===== src/rtl/uart_cmd_responder.sv =====
// rtl/uart_cmd_responder.sv - UART byte command decoder driving a 32-bit register bus
module uart_cmd_responder #(
  parameter int RX_TIMEOUT  = 200000,
  parameter int BUS_TIMEOUT = 256
) (
  input  logic        clk,
  input  logic        reset,
  input  logic [7:0]  rx_data,
  input  logic        rx_ready,
  output logic [7:0]  tx_data,
  output logic        tx_start,
  input  logic        tx_busy,
  output logic        bus_req,
  output logic        bus_we,
  output logic [7:0]  bus_addr,
  output logic [31:0] bus_wdata,
  input  logic [31:0] bus_rdata,
  input  logic        bus_ack,
  output logic        busy,
  output logic        err
);
  localparam logic [7:0]  OP_WRITE  = 8'h57;
  localparam logic [7:0]  OP_READ   = 8'h52;
  localparam logic [7:0]  RSP_OK    = 8'h4B;
  localparam logic [7:0]  RSP_BADOP = 8'h3F;
  localparam logic [7:0]  RSP_BUSTO = 8'h45;
  localparam logic [31:0] RX_LAST   = 32'(RX_TIMEOUT - 1);
  localparam logic [31:0] BUS_LAST  = 32'(BUS_TIMEOUT - 1);

  typedef enum logic [2:0] {
    IDLE, GET_ADDR, GET_DATA, BUS, SEND, TX_WAIT_HI, TX_WAIT_LO
  } state_t;

  state_t      state;
  logic [31:0] cnt;
  // Outgoing bytes always leave from resp[31:24]; the register shifts left per byte.
  logic [31:0] resp;
  logic [1:0]  data_idx;
  logic [1:0]  byte_idx;
  logic [1:0]  last_idx;

  assign busy = (state != IDLE);

  always_ff @(posedge clk or posedge reset) begin
    if (reset) begin
      state     <= IDLE;
      cnt       <= '0;
      resp      <= '0;
      data_idx  <= '0;
      byte_idx  <= '0;
      last_idx  <= '0;
      tx_data   <= '0;
      tx_start  <= 1'b0;
      bus_req   <= 1'b0;
      bus_we    <= 1'b0;
      bus_addr  <= '0;
      bus_wdata <= '0;
      err       <= 1'b0;
    end else begin
      tx_start <= 1'b0;
      err      <= 1'b0;
      if (rx_ready && (state == BUS || state == SEND || state == TX_WAIT_HI || state == TX_WAIT_LO))
        err <= 1'b1;

      case (state)
        IDLE: begin
          if (rx_ready) begin
            byte_idx <= '0;
            if (rx_data == OP_WRITE || rx_data == OP_READ) begin
              bus_we <= (rx_data == OP_WRITE);
              cnt    <= '0;
              state  <= GET_ADDR;
            end else begin
              resp     <= {RSP_BADOP, 24'h0};
              last_idx <= 2'd0;
              err      <= 1'b1;
              state    <= SEND;
            end
          end
        end
        GET_ADDR: begin
          if (rx_ready) begin
            bus_addr <= rx_data;
            cnt      <= '0;
            if (bus_we) begin
              data_idx <= '0;
              state    <= GET_DATA;
            end else begin
              bus_req <= 1'b1;
              state   <= BUS;
            end
          end else if (cnt == RX_LAST) begin
            err   <= 1'b1;
            state <= IDLE;
          end else begin
            cnt <= cnt + 32'd1;
          end
        end
        GET_DATA: begin
          if (rx_ready) begin
            bus_wdata <= {bus_wdata[23:0], rx_data};
            cnt       <= '0;
            if (data_idx == 2'd3) begin
              bus_req <= 1'b1;
              state   <= BUS;
            end else begin
              data_idx <= data_idx + 2'd1;
            end
          end else if (cnt == RX_LAST) begin
            err   <= 1'b1;
            state <= IDLE;
          end else begin
            cnt <= cnt + 32'd1;
          end
        end
        BUS: begin
          // An ack arriving on the timeout cycle still wins.
          if (bus_ack) begin
            bus_req <= 1'b0;
            if (bus_we) begin
              resp     <= {RSP_OK, 24'h0};
              last_idx <= 2'd0;
            end else begin
              resp     <= bus_rdata;
              last_idx <= 2'd3;
            end
            state <= SEND;
          end else if (cnt == BUS_LAST) begin
            bus_req  <= 1'b0;
            resp     <= {RSP_BUSTO, 24'h0};
            last_idx <= 2'd0;
            err      <= 1'b1;
            state    <= SEND;
          end else begin
            cnt <= cnt + 32'd1;
          end
        end
        SEND: begin
          if (!tx_busy) begin
            tx_data  <= resp[31:24];
            tx_start <= 1'b1;
            state    <= TX_WAIT_HI;
          end
        end
        TX_WAIT_HI: begin
          if (tx_busy) state <= TX_WAIT_LO;
        end
        TX_WAIT_LO: begin
          if (!tx_busy) begin
            if (byte_idx != last_idx) begin
              byte_idx <= byte_idx + 2'd1;
              resp     <= {resp[23:0], 8'h00};
              state    <= SEND;
            end else begin
              state <= IDLE;
            end
          end
        end
        default: state <= IDLE;
      endcase
    end
  end
endmodule


===== config.mk =====
export PLATFORM = sky130hd
export DESIGN_NAME = uart_cmd_responder
export DESIGN_NICKNAME = d
export VERILOG_FILES = /design/src/rtl/uart_cmd_responder.sv
export SDC_FILE = /design/constraint.sdc
export NUM_CORES = 1
export LEC_CHECK = 0
export ABC_AREA = 1
export ABC_CLOCK_PERIOD_IN_PS = 7950
export CORE_UTILIZATION = 60
export CTS_BUF_LIST = sky130_fd_sc_hd__clkbuf_8
export DETAILED_ROUTE_END_ITERATION = 10
export DONT_BUFFER_PORTS = 1
export GPL_ROUTABILITY_DRIVEN = 1
export PLACE_DENSITY = 0.76
export SLEW_MARGIN = 20
export SYNTH_ARGS = -nofsm -noshare
export SYNTH_HDL_FRONTEND = slang
export SYNTH_SLANG_ARGS = --single-unit

===== constraint.sdc =====
create_clock -name clk -period 7.95 [get_ports clk]
set_clock_uncertainty 0.1 [all_clocks]
set_input_delay 1.59 -clock clk [delete_from_list [all_inputs] [get_ports clk]]
set_output_delay 1.59 -clock clk [all_outputs]
set_load 0.05 [all_outputs]

======== Word-level counts from Yosys, hierarchy flattened ========
Index checks and enable logic that the tools add are counted.
Widths: inputs -> output; s select.
storage, ports and cells
  flip-flop bits (word level) ............. 125
  input bits .............................. 45
  output and inout port bits .............. 53
cells by class
  add/subtract/negate cells ............... 3
  eq/ne operators ......................... 30
  mux-type cells .......................... 61
  bitwise gates (word level) .............. 1
  reductions and logical operators ........ 25
operators with widths
  operator               number
  $mux 32                13
  $pmux 32 s3            2
  $mux 3                 12
  $add 32x1->32 const B  1
  $eq 32x18->1 const B   1
  $eq 32x8->1 const B    1
  $ne 2x2->1 const B     14
  $mux 2                 12
  $reduce_and 6->1       4
  $pmux 3 s7             1
  $eq 8x7->1 const B     2
  $mux 1                 16
  $pmux 2 s2             3
  $reduce_bool 3->1      4
  $eq 3x3->1 const B     3
  $reduce_and 4->1       2
  $eq 3x2->1 const B     2
  $ne 3x3->1 const B     2
  $pmux 1 s3             2
  $reduce_and 2->1       3
  $reduce_bool 2->1      3
  $reduce_and 5->1       1
  $add 2x1->2 const B    2
  $logic_or 1x1->1       4
  10 further kinds       10

======== Longest topological paths before layout ========
  word-level depth ........................ 9
  depth in mapped cells ................... 12
  gate-level depth less buffers ........... 11

======== Worst setup path after synthesis ========
Ideal clock, no wire load.
  path type ............................... input to register
  start point ............................. input port rx_ready
  end point ............................... register cnt[17]
  setup time .............................. 0.117 ns
  data arrival time ....................... 2.620 ns
  setup slack ............................. 5.113 ns
  stages .................................. 9
  path buffers ............................ 2
  cell sequence ........................... clkbuf_1 -> inv_2 -> nand2_4 -> nand3_1 -> a21oi_2 -> nand3_2 -> buf_2 -> nand2_1 -> nand2_1
on the way
  word-level cells in the longest chain between the ends .. 2
  elaborated cells on any way between the ends .. 5
ends and longest elaborated chain
  item                                                       line  source
  start: declaration                                         9     input logic rx_ready,
  $ne 3x3->1 (no line), or another cell as far along         --
  $reduce_and 6->1 (no line) or $pmux 32 s3 (tied branches)  --
  end signal: assignment                                     96    cnt <= cnt + 32'd1;
  end signal: assignment                                     113   cnt <= cnt + 32'd1;
  end signal: assignment                                     135   cnt <= cnt + 32'd1;
  end: declaration                                           35    logic [31:0] cnt;
Several ways; a longest one is shown, not always the timed one.
A chain may end at the register's enable or synchronous reset.

======== Worst setup path in the final report ========
  start point ............................. input port rx_data[7]
  end point ............................... register resp[19]
on the way
  word-level cells in the longest chain between the ends .. 4
  elaborated cells on any way between the ends .. 5
ends and longest elaborated chain
  item                          line  source
  start: declaration            8     input logic [7:0] rx_data,
  $eq 8x7->1                    69    if (rx_data == OP_WRITE || rx_data == OP_READ) begin
  $logic_or 1x1->1 *            69
  $ne 2x2->1 (no line) *        --
  $reduce_and 6->1 (no line) *  --
  end signal: assignment        74    resp <= {RSP_BADOP, 24'h0};
  end signal: assignment        121   resp <= {RSP_OK, 24'h0};
  end signal: assignment        124   resp <= bus_rdata;
  end: declaration              37    logic [31:0] resp;
Every way passes the cells marked *; elsewhere a longest branch is shown, timed or not.

==> qor.yml <==
async_flop_share_pct: 100.0
synth_area_leaders: "dfrtp_1, nand2_1, nand3_1"
grt_max_degree: 69
drcViolationCount: 0
start_util_pct: 62.21
drv_cap: 0
root_buffer: "clkbuf_8"
crit_buf_inv: 1
layout.cells.non_filler: 1102
synth_edf_count: 0
rsz0062_at_grt: "no"
dr.pass1.iters: 5
num_vias: 6270
cts-resized-gates: 0
cp_cell_sequence: "inv_1 -> nand4_1 -> nor2_1 -> nand3_1 -> nand2_1 -> nor2_4 -> nand3_2 -> nand2_1 -> nand2_1"
syn-instance-count: 960
post_cts_buffers: 0
netlist_area_mm2: 0.006833
die-area_mm2: 0.01182
grt_overflow: 0
grt_usage_pct: 30.43
die_y_um: 108.7
routabilityCongestion: 0.9228
antennaDiodeCount: 0
synth-main-ff-cell: "dfrtp_1"
postCtsHoldBufs: 0
maxSlewViolCount: 0
relSlewSlack_pct: 32.19
hpwl_um: 11540
cp_slowest_cell: "nand3_2"
cpPeakStageDelay_ns: 0.65
p_leak_uw: 0.003670
grt_pass1_vias: 5959
ys_seq_elements: 124
clk_pin_slew_ns: 0.08
cp.required_ns: 8.18
final_cell_mix: "nand2_1, dfrtp_1, nand3_1, nor2_1, o21ai_0"
synth.avg_cell_area_um2: 7.118
p_clk_share_pct: 24.3
cts_buffer_depth: 2
final_area_mm2: 0.007315
io_pins: 98
pwr-share-seq_pct: 51.8
ys_types: 38
pwr-share-comb_pct: 23.9
fmax_mhz: 311.4
ys_seq_area_share_pct: 45.41
start_kind: "input port"
insertion_delay_ns: 0.45
ys_warn_count: 0
die_w_um: 108.7
drive_gt1_share_pct: 7.277
layout.nets: 996
fillers: 936
numCtsBuffers: 17
cpLargestDelayFamily: "simple AND/OR/NAND/NOR gates"
cp_max_fo: 32
wl_per_cell_um: 15.18
crit_top_cell: "nand2_1"
status: "finished clean"
yosys.area.top_type: "dfrtp_1"
syn_nets: 1007
period_needed_ns: 3.211
rows: 38
htree_num_levels: 4
antenna_found_initial: 0
yosys.area.top_type_share_pct: 45.41
grt_pass1_wl_um: 27810
io_buffers: 0
place_area_mm2: 0.006875
cp-end-kind: "register"
area_growth_pct: 7.050
wl_um: 16730
vias_per_cell: 5.690
switching_share_pct: 50.35
ir_worst_vdd_mv: 0.3225
cts_num_sinks: 124
finalSetupViolations: 0
cts_tree: "done"
tightest_slew_ns: 1.016
p_int_uw: 1247
fin_crit_sh_pct: 40.39
arrival_ns: 3.44
power.density_mw_per_mm2: 343.3
fin_setup_tns_ns: 0
p_switching_uw: 1264
core_mm2: 0.01098
hold_violations: 0
path_class: "input port to register"
min_path_type: "register to register"
antenna_left: 0
dp_cells: 1070
total_power_uw: 2511
layout.cells.most_common: "nand2_1"
drtIter0Drc: 465
-- power by group through the flow --
stage | Combinational [µW] | Sequential (µW) | Clock [µW]
after floorplan | 496 | 1270 | 0
after global placement | 576 | 1310 | 0
after detailed placement | 597 | 1310 | 0
after CTS | 599 | 1300 | 622
after global routing | 680 | 1320 | 646
final | 600 | 1300 | 611
-- cell type report --
class	instances	area, µm²	share of cell area [%]
timing repair buffer	4	30.03	0.4105
inverter	60	227.7	3.113
clock inverter	15	205.2	2.805
multi-input combinational	742	3339	45.66
clock buffer	17	234.0	3.199
sequential	124	3103	42.42
tap	140	175.2	2.395
-- metrics by stage --
step | utilization, % | hold slack (ns) | worst slack, ns
floorplan | - | 0.3431 | 2.961
finish | 66.60 | 0.3764 | 4.739
global placement | 62.60 | 0.3554 | 4.410
global route | 66.60 | 0.4063 | 4.528
detailed placement | 62.60 | 0.3598 | 4.318
CTS | 66.60 | 0.3787 | 4.793
-- cell families (layout without fill, tap and decap cells) --
family	count (synthesis)	count (layout)	synth area share (%)
AOI/OAI and AO/OA	96	96	8.643
and+or+nand+nor	637	637	38.95
muxes	1	1	0.1465
DFF	124	124	45.41
buffers and inverters	94	96	5.713
adders and majority gates	2	2	0.3662
xor gates and xnor gates	6	6	0.7691
-- registers in the layout (all words and copies together), names as in the netlist --
signal and flops:
tx_data 8, bus_addr 8, data_idx 2, resp 32, bus_we 1, state 3
cnt 32, byte_idx 2, err 1, last_idx 1, tx_start 1, bus_req 1
bus_wdata 32
-- routing by layer --
metal	vias up	global-route usage [%]	routed length [µm]
li1	3075	-	-
met1	2938	37.68	7120
met3	36	7.830	1111
met5	-	0	0
met4	0	13.13	368
met2	221	50.36	8126
-- cells in the mapped netlist (all sizes together) (4+ instances only) --
| cell | number |
|---|---|
| nand2 | 428 |
| a22o | 17 |
| dfrtp | 124 |
| nand3 | 98 |
| nor2 | 83 |
| a21oi | 4 |
| inv | 60 |
| o21ai | 63 |
| nor3 | 6 |
| clkbuf | 12 |
| nand4 | 17 |
| xor2 | 5 |
| buf | 22 |
-- worst paths after layout --
path	slack (ns)	cells past startpoint	from	to
setup / recovery	4.74	9	rx_data[7]	resp[19]$_DFFE_PP0P_
setup reg to reg	4.98	10	state[1]$_DFFE_PP0P_	resp[19]$_DFFE_PP0P_
hold reg to reg	0.38	2	resp[7]$_DFFE_PP0P_	resp[7]$_DFFE_PP0P_
max in group asynchronous	5.43	2	reset	resp[0]$_DFFE_PP0P_
min in group asynchronous	1.02	1	reset	cnt[21]$_DFFE_PP0P_
hold / removal	0.38	2	resp[7]$_DFFE_PP0P_	resp[7]$_DFFE_PP0P_
-- worst min-delay path: stages (launching register included) --
cell	delay, ns
dfrtp_1	0.35
nand2_1	0.05
nand2_1	0.05
Note: power is estimated with default switching activity, not from simulation.
